**src/rtl/bin2bcd_seq_if.sv**
```systemverilog
`default_nettype none
// ============================================================================
// Module      : bin2bcd_seq_if
// Description : Start/busy/done handshake and result bus of the converter.
// Revision    : 1.0 - initial release
// ============================================================================
interface bin2bcd_seq_if #(
   parameter int BIN_W  = 8,
   parameter int DIGITS = 3
);
   logic                  start;
   logic [BIN_W-1:0]      bin_in;
   logic                  busy;
   logic                  done;
   logic [4*DIGITS-1:0]   bcd_out;
   logic                  overflow;

   modport master (
      output start,
      output bin_in,
      input  busy,
      input  done,
      input  bcd_out,
      input  overflow
   );

   modport slave (
      input  start,
      input  bin_in,
      output busy,
      output done,
      output bcd_out,
      output overflow
   );
endinterface
`default_nettype wire

```
**src/rtl/bin2bcd_seq.sv**
```systemverilog
`default_nettype none
// ============================================================================
// Module      : bin2bcd_seq
// Description : Sequential double-dabble binary-to-BCD converter, one bit/cycle.
// Revision    : 1.0 - initial release
// ============================================================================
module bin2bcd_seq #(
   parameter int BIN_W  = 8,
   parameter int DIGITS = 3
) (
   input  logic            clk,
   input  logic            reset,
   bin2bcd_seq_if.slave    bus
);
   localparam int BCD_W = 4 * DIGITS;
   localparam int CNT_W = $clog2(BIN_W + 1);
   localparam logic [CNT_W-1:0] c_LAST = CNT_W'(BIN_W - 1);

   typedef enum logic [0:0] {
      IDLE = 1'b0,
      CONV = 1'b1
   } state_t;

   state_t            r_state, w_state_nxt;
   logic [BIN_W-1:0]  r_shift, w_shift_nxt, w_shift_sh;
   logic [BCD_W-1:0]  r_scratch, w_scratch_nxt, w_adj, w_scratch_sh;
   logic [BCD_W-1:0]  r_bcd, w_bcd_nxt;
   logic [CNT_W-1:0]  r_cnt, w_cnt_nxt;
   logic              r_ovf_s, w_ovf_s_nxt;
   logic              r_ovf, w_ovf_nxt;
   logic              r_done, w_done_nxt;

   generate
      for (genvar k = 0; k < DIGITS; k++) begin : g_digit
         assign w_adj[4*k +: 4] = (r_scratch[4*k +: 4] >= 4'd5) ?
                                  r_scratch[4*k +: 4] + 4'd3 : r_scratch[4*k +: 4];
      end
   endgenerate

   // A bit leaving the top digit carries weight 10**DIGITS: the value no longer fits.
   assign w_scratch_sh = {w_adj[BCD_W-2:0], r_shift[BIN_W-1]};
   assign w_shift_sh   = r_shift << 1;

   always_ff @(posedge clk) begin
      if (reset) begin
         r_state   <= IDLE;
         r_shift   <= '0;
         r_scratch <= '0;
         r_cnt     <= '0;
         r_ovf_s   <= 1'b0;
         r_bcd     <= '0;
         r_ovf     <= 1'b0;
         r_done    <= 1'b0;
      end else begin
         r_state   <= w_state_nxt;
         r_shift   <= w_shift_nxt;
         r_scratch <= w_scratch_nxt;
         r_cnt     <= w_cnt_nxt;
         r_ovf_s   <= w_ovf_s_nxt;
         r_bcd     <= w_bcd_nxt;
         r_ovf     <= w_ovf_nxt;
         r_done    <= w_done_nxt;
      end
   end

   always_comb begin
      w_state_nxt   = r_state;
      w_shift_nxt   = r_shift;
      w_scratch_nxt = r_scratch;
      w_cnt_nxt     = r_cnt;
      w_ovf_s_nxt   = r_ovf_s;
      w_bcd_nxt     = r_bcd;
      w_ovf_nxt     = r_ovf;
      w_done_nxt    = 1'b0;
      case (r_state)
         IDLE: begin
            if (bus.start) begin
               w_shift_nxt   = bus.bin_in;
               w_scratch_nxt = '0;
               w_cnt_nxt     = '0;
               w_ovf_s_nxt   = 1'b0;
               w_state_nxt   = CONV;
            end
         end
         CONV: begin
            w_shift_nxt   = w_shift_sh;
            w_scratch_nxt = w_scratch_sh;
            w_ovf_s_nxt   = r_ovf_s | w_adj[BCD_W-1];
            w_cnt_nxt     = r_cnt + CNT_W'(1);
            if (r_cnt == c_LAST) begin
               w_bcd_nxt   = w_scratch_sh;
               w_ovf_nxt   = r_ovf_s | w_adj[BCD_W-1];
               w_done_nxt  = 1'b1;
               w_state_nxt = IDLE;
            end
         end
         default: w_state_nxt = IDLE;
      endcase
   end

   assign bus.busy     = (r_state == CONV);
   assign bus.done     = r_done;
   assign bus.bcd_out  = r_bcd;
   assign bus.overflow = r_ovf;
endmodule
`default_nettype wire
```
**src/flat_wrapper.sv**
```systemverilog
// flat-port wrapper written by rule: the top's interface ports become plain ports
module bin2bcd_seq_flat 
#(
   parameter int BIN_W  = 8,
   parameter int DIGITS = 3
)
  (clk, reset, bus_start, bus_bin_in, bus_busy, bus_done, bus_bcd_out, bus_overflow);
  bin2bcd_seq_if #(.BIN_W(BIN_W), .DIGITS(DIGITS)) bus_i ();
  input  logic clk;
  input  logic reset;
  input wire logic [$bits(bus_i.start)-1:0] bus_start;
  input wire logic [$bits(bus_i.bin_in)-1:0] bus_bin_in;
  output wire logic [$bits(bus_i.busy)-1:0] bus_busy;
  output wire logic [$bits(bus_i.done)-1:0] bus_done;
  output wire logic [$bits(bus_i.bcd_out)-1:0] bus_bcd_out;
  output wire logic [$bits(bus_i.overflow)-1:0] bus_overflow;
  assign bus_i.start = bus_start;
  assign bus_i.bin_in = bus_bin_in;
  assign bus_busy = bus_i.busy;
  assign bus_done = bus_i.done;
  assign bus_bcd_out = bus_i.bcd_out;
  assign bus_overflow = bus_i.overflow;
  bin2bcd_seq #(.BIN_W(BIN_W), .DIGITS(DIGITS)) u_core (.clk(clk), .reset(reset), .bus(bus_i));
endmodule
```
**config.mk**
```make
export PLATFORM = sky130hd
export DESIGN_NAME = bin2bcd_seq_flat
export DESIGN_NICKNAME = d
export VERILOG_FILES = /design/src/rtl/bin2bcd_seq_if.sv /design/src/rtl/bin2bcd_seq.sv /design/src/flat_wrapper.sv
export SDC_FILE = /design/constraint.sdc
export NUM_CORES = 1
export LEC_CHECK = 0
export BUFFER_PORTS_ARGS = -buffer_cell sky130_fd_sc_hd__buf_2
export CAP_MARGIN = 10
export CORE_MARGIN = 3
export CORE_UTILIZATION = 35
export CTS_CLUSTER_SIZE = 30
export DETAILED_ROUTE_END_ITERATION = 6
export PLACE_DENSITY_LB_ADDON = 0.25
export SLEW_MARGIN = 20
export SYNTH_ARGS = -nofsm -noshare
export SYNTH_HDL_FRONTEND = slang
export SYNTH_SLANG_ARGS = --single-unit
```
**constraint.sdc**
```tcl
create_clock -name clk -period 3.1 [get_ports clk]
set_clock_uncertainty 0.1 [all_clocks]
set_input_delay 0.155 -clock clk [delete_from_list [all_inputs] [get_ports clk]]
set_output_delay 0.155 -clock clk [all_outputs]
set_load 0.005 [all_outputs]
```
Yosys cells after proc, flatten, opt, wreduce, memory -nomap -nowiden
Index checks and enable logic that the tools add are counted.

word-level totals
  register bits after elaboration = 40
  input port bits = 11
  output and inout port bits = 15
  logic and storage cells = 36

operators by class
  add/subtract/negate cells = 4
  order comparisons = 3
  eq/ne operators = 2
  multiplexer cells = 15
  bitwise operators = 2
  reduce and logical (&&, ||, !) cells = 2

operators by type and width
  cell                 number
  $pmux 12 s2          1
  $mux 4               4
  $pmux 8 s2           1
  $add 4x2->4 const B  3
  $ge 4x3->1 const B   3
  $mux 12              1
  $mux 8               1
  $pmux 4 s2           1
  $add 4x1->4 const B  1
  $eq 4x3->1 const B   1
  $mux 1               4
  $pmux 1 s2           2
  $ne 2x2->1 const B   1
  $reduce_and 2->1     1
  $reduce_or 2->1      1
  $not 1->1            1
  $or 1x1->1           1

Logic depth before layout (Yosys ltp)
  depth after elaboration = 4
  mapped depth = 6
  depth with buffers taken out = 6

Worst setup path after synthesis
No wires, ideal clock.

  kind = register to register
  start = register u_core.r_scratch[0]
  end = register u_core.r_bcd[2] (netlist: u_core.bus.bcd_out[2])
  setup time = 0.075 ns
  arrival = 1.377 ns
  data required time = 2.925 ns
  slack = 1.548 ns
  stages on the path, launching flop included = 7
  path buffers = 0
  clock period less this slack = 1.552 ns
  cell sequence = dfxtp_1 inv_1 ha_1 nand2b_1 a21oi_1 mux2_2 o22ai_1

on the way
  cells in the longest elaborated chain, start to end = 2
  elaborated cells between the ends (all ways) = 3
  those cells by class = add/sub (1); order compare (1); mux (1)

RTL lines
  element                                           RTL line                              source
  from (decl)                                       bin2bcd_seq.sv:26                     logic [BCD_W-1:0] r_scratch, w_scratch_nxt, w_adj, w_scratch_sh;
  from (signal assigned)                            bin2bcd_seq.sv:57                     r_scratch <= w_scratch_nxt;
  $add 4x2->4 / $ge 4x3->1 (equally long branches)  bin2bcd_seq.sv:36, bin2bcd_seq.sv:35
  $mux 4 *                                          bin2bcd_seq.sv:35                     assign w_adj[4*k +: 4] = (r_scratch[4*k +: 4] >= 4'd5) ?
  to (signal assigned)                              bin2bcd_seq.sv:60                     r_bcd <= w_bcd_nxt;
  to (decl)                                         bin2bcd_seq.sv:27                     logic [BCD_W-1:0] r_bcd, w_bcd_nxt;

Mark *: on every way between the ends. The rest lies on a longest branch, timed or not.
A chain may end at the register's enable or synchronous reset.

Final worst setup path
  start = register u_core.r_cnt[0]
  end = register u_core.r_bcd[11] (netlist: u_core.bus.bcd_out[11])

on the way
  cells in the longest elaborated chain, start to end = 2

RTL lines
  element                     RTL line           source
  from (decl)                 bin2bcd_seq.sv:28  logic [CNT_W-1:0] r_cnt, w_cnt_nxt;
  from (signal assigned)      bin2bcd_seq.sv:58  r_cnt <= w_cnt_nxt;
  $eq 4x3->1                  bin2bcd_seq.sv:90  if (r_cnt == c_LAST) begin
  $reduce_and 2->1 (no line)  --

No other way between the ends.

==> results.md <==
- Status: complete, no violations
- Number of I/O port buffers: 25
- GRT Overall Usage: 12.56%
- Initial antenna violation count: 0
- Gate Count Post-Synth: around 210
- Top Metal Used: met4
- Setup Viol. Count Final: 0
- Worst r2r path cells: 5
- Iteration-0 DRC Markers: 64
- Critical path class: reg2reg
- Vias in the first global route: between 1,000 and 1,500
- Number of fill cells: 495
- Clk slew on worst S/H paths: ~80 ps
- Max Clock Freq: about 520 MHz
- Final Critical Period: between 1500 and 2000 ps
- Die ar.: slightly above 0.006 mm²
- Tot Pwr: between 1 and 1.5 mW
- Synth Flop Type: dfxtp_1
- # clock sinks: 40
- Ranking of synthesized cells by area: dfxtp_1, nor2_1, a21oi_1
- Met2 wire length: between 1.5 and 2 mm
- Critical Path Start Type: flop
- Unrepaired setup endpoints after global routing: no
- Io pins: 26
- Synthesized net count: 224
- Pre-antenna DRT Iters: 4
- Yosys reg bits: 40
- Global-route wire length before repair: a little over 6 mm
- DR vias/cell: 4.865
- Die Ht: slightly below 80 µm
- Worst path required time: approximately 3200 ps
- Hold depth: 3
- Root Buffer: clkbuf_8
- Yosys top cell by area: dfxtp_1
- Critical Path Fanout Max: 15
- CTS Buffer Depth: 2
- Post-CTS Setup Bufs: 0
- CP arrival: between 2000 and 2500 ps
- CTS tree: built
- Hpwl dp: about 2.5 mm
- EDFF count, synth: 0
- Antenna Cells: 0
- Final TNS setup: 0 ps
- Sequential cell area fraction in the yosys report: 44.41%
- Nets@finish: between 200 and 250
- Detail Route Antenna Nets: 0
- Worst hold path type: in2reg
- Synth Warn #: 0
- Async S/R FF share, synth: 0%
- Worst Setup End Kind: flop
- H-tree lvl count: 2
- Hold buffer count at cts: 0
- Pleak: 0.8022 nW
- Synth top area share: between 40% and 50%
- Syn Std Cell Area: between 0.0015 and 0.002 mm²
- Congestion Overflow GR: 0
- Gates resized, CTS repair: 0
- Largest net degree at the start of global routing: 35
- Pins Over Slew Limit: 0
- Register Area: about 800 µm²
- Synth cell types: 25
- Share of cells above drive strength 1: between 15 and 20%
- Area grow syn2layout: 15.48%
- Endpoints failing hold: 0
- Worst vdd ir: 0.2496 mV
- Placer congestion estimate: about 0.76
- Final wirelength: 3.518 mm
- Vias: between 1,000 and 1,500
- Metal-1 WL: ~1.7 mm
- Initial core utilization: between 30 and 40%
- TritonCTS Buffers: 5
- Worst slew margin: about 61%
- Max cap viols: 0
- Count leader, synth: dfxtp_1
- DR WL met3: approximately 150 µm
- PwrDens: between 400 and 500 mW/mm²
- DRC Markers: 0
- Top cells by count, synth: dfxtp_1, nor2_1, a21oi_1
- Multi-input gate area: around 910 µm²
- Syn avg cell area: approximately 8.8 µm²
- Worst skew pair latency: 290 ps
- Core area: 0.004848 mm²
- Row cnt: 25
- Part of the cycle the worst path needs: 61.74%
- Worst Tran Pin Value: around 590 ps
- Die width: between 70 and 80 µm
- Post-DR wirelength/cell: between 10 and 15 µm
[critical path: stages, from the launching register on]
cell and delay (ps):
dfxtp_1 400, ha_1 220, and4b_1 580, buf_4 250, nor2_1 50, a311oi_2 220
[sequential cells by signal, summed over array words and instances, names as in the netlist]
signal	flops
u_core.r_scratch	12
u_core.bus.done	1
u_core.r_shift	8
u_core.bus.busy	1
u_core.bus.bcd_out	12
u_core.r_ovf_s	1
u_core.bus.overflow	1
u_core.r_cnt	4
[path summary, 6_finish.rpt]
kind                    from                      to  slack (ps)
max          u_core.r_cnt[0]  u_core.bus.bcd_out[11]        1190
min reg2reg   u_core.r_ovf_s     u_core.bus.overflow         370
min            bus_bin_in[0]       u_core.r_shift[0]          80
max reg2reg  u_core.r_cnt[0]  u_core.bus.bcd_out[11]        1190
[cell type report]
class | count | share of cell area, %
Sequential cell | 40 | 38.46
Inverter | 10 | 1.803
Clock buffer | 6 | 3.486
Multi-Input combinational cell | 145 | 43.81
Clock inverter | 2 | 1.683
Timing Repair Buffer | 27 | 6.731
Tap cell | 67 | 4.026
[report_power, final]
part / total (mW) / internal [mW] / switching, mW
Sequential: 0.530 / 0.522 / 0.00741
Combinational: 0.0589 / 0.0246 / 0.0343
Clock: 0.419 / 0.239 / 0.180
Total: 1.01 / 0.786 / 0.222
[cells in the final DEF (no fill, tap or decap)]
cell       netlist  routed
nand3b_1         8       8
bufinv_16        0       1
nor3_1           4       4
nand3_1          4       4
a21oi_1         21      21
mux2_2           3       3
o22ai_1          7       7
nor2_1          29      29
clkinv_2         0       1
buf_2            6      25
a211oi_1         3       3
o21ai_0         16      16
dfxtp_1         40      40
a41oi_1          1       1
inv_1           10      10
xnor2_1          3       3
clkbuf_8         0       5
nor3b_1          7       7
nand2b_1        11      11
clkbuf_1         3       1
a311oi_2         1       1
nand2_1          6       6
ha_1             7       7
and4b_1          1       1
buf_4            1       2
mux2i_1         10      10
a311oi_1         3       3
[metrics by stage]
stage                     util [%]  hold WS (ps)  instances  worst slack (ps)  cell area [µm²]
after CTS                    42.94         83.74        297              1171             2082
after floorplan                  -         246.7        206              1548             1803
after global routing         42.94         93.28        297              1003             2082
after global placement       40.72         360.4        289              1262             1974
final                        42.94         79.62        297              1186             2082
after detailed placement     40.72         359.6        289              1219             1974
[cells by family after synthesis]
logic type | share of synthesized area [%]
simple gates | 20.13
flops | 44.41
fa+ha+maj | 4.858
buf+inv | 4.997
xor+xnor | 1.458
mux | 7.425
compound gates | 16.72
[routing by layer]
| metal | GRT usage, % | vias to the layer above |
|---|---|---|
| met1 | 15.94 | 648 |
| met5 | 0 | - |
| met4 | 4.804 | 0 |
| met2 | 19.95 | 23 |
| met3 | 3.712 | 7 |
| li1 | - | 767 |
Power figures use the tool's default switching activity.
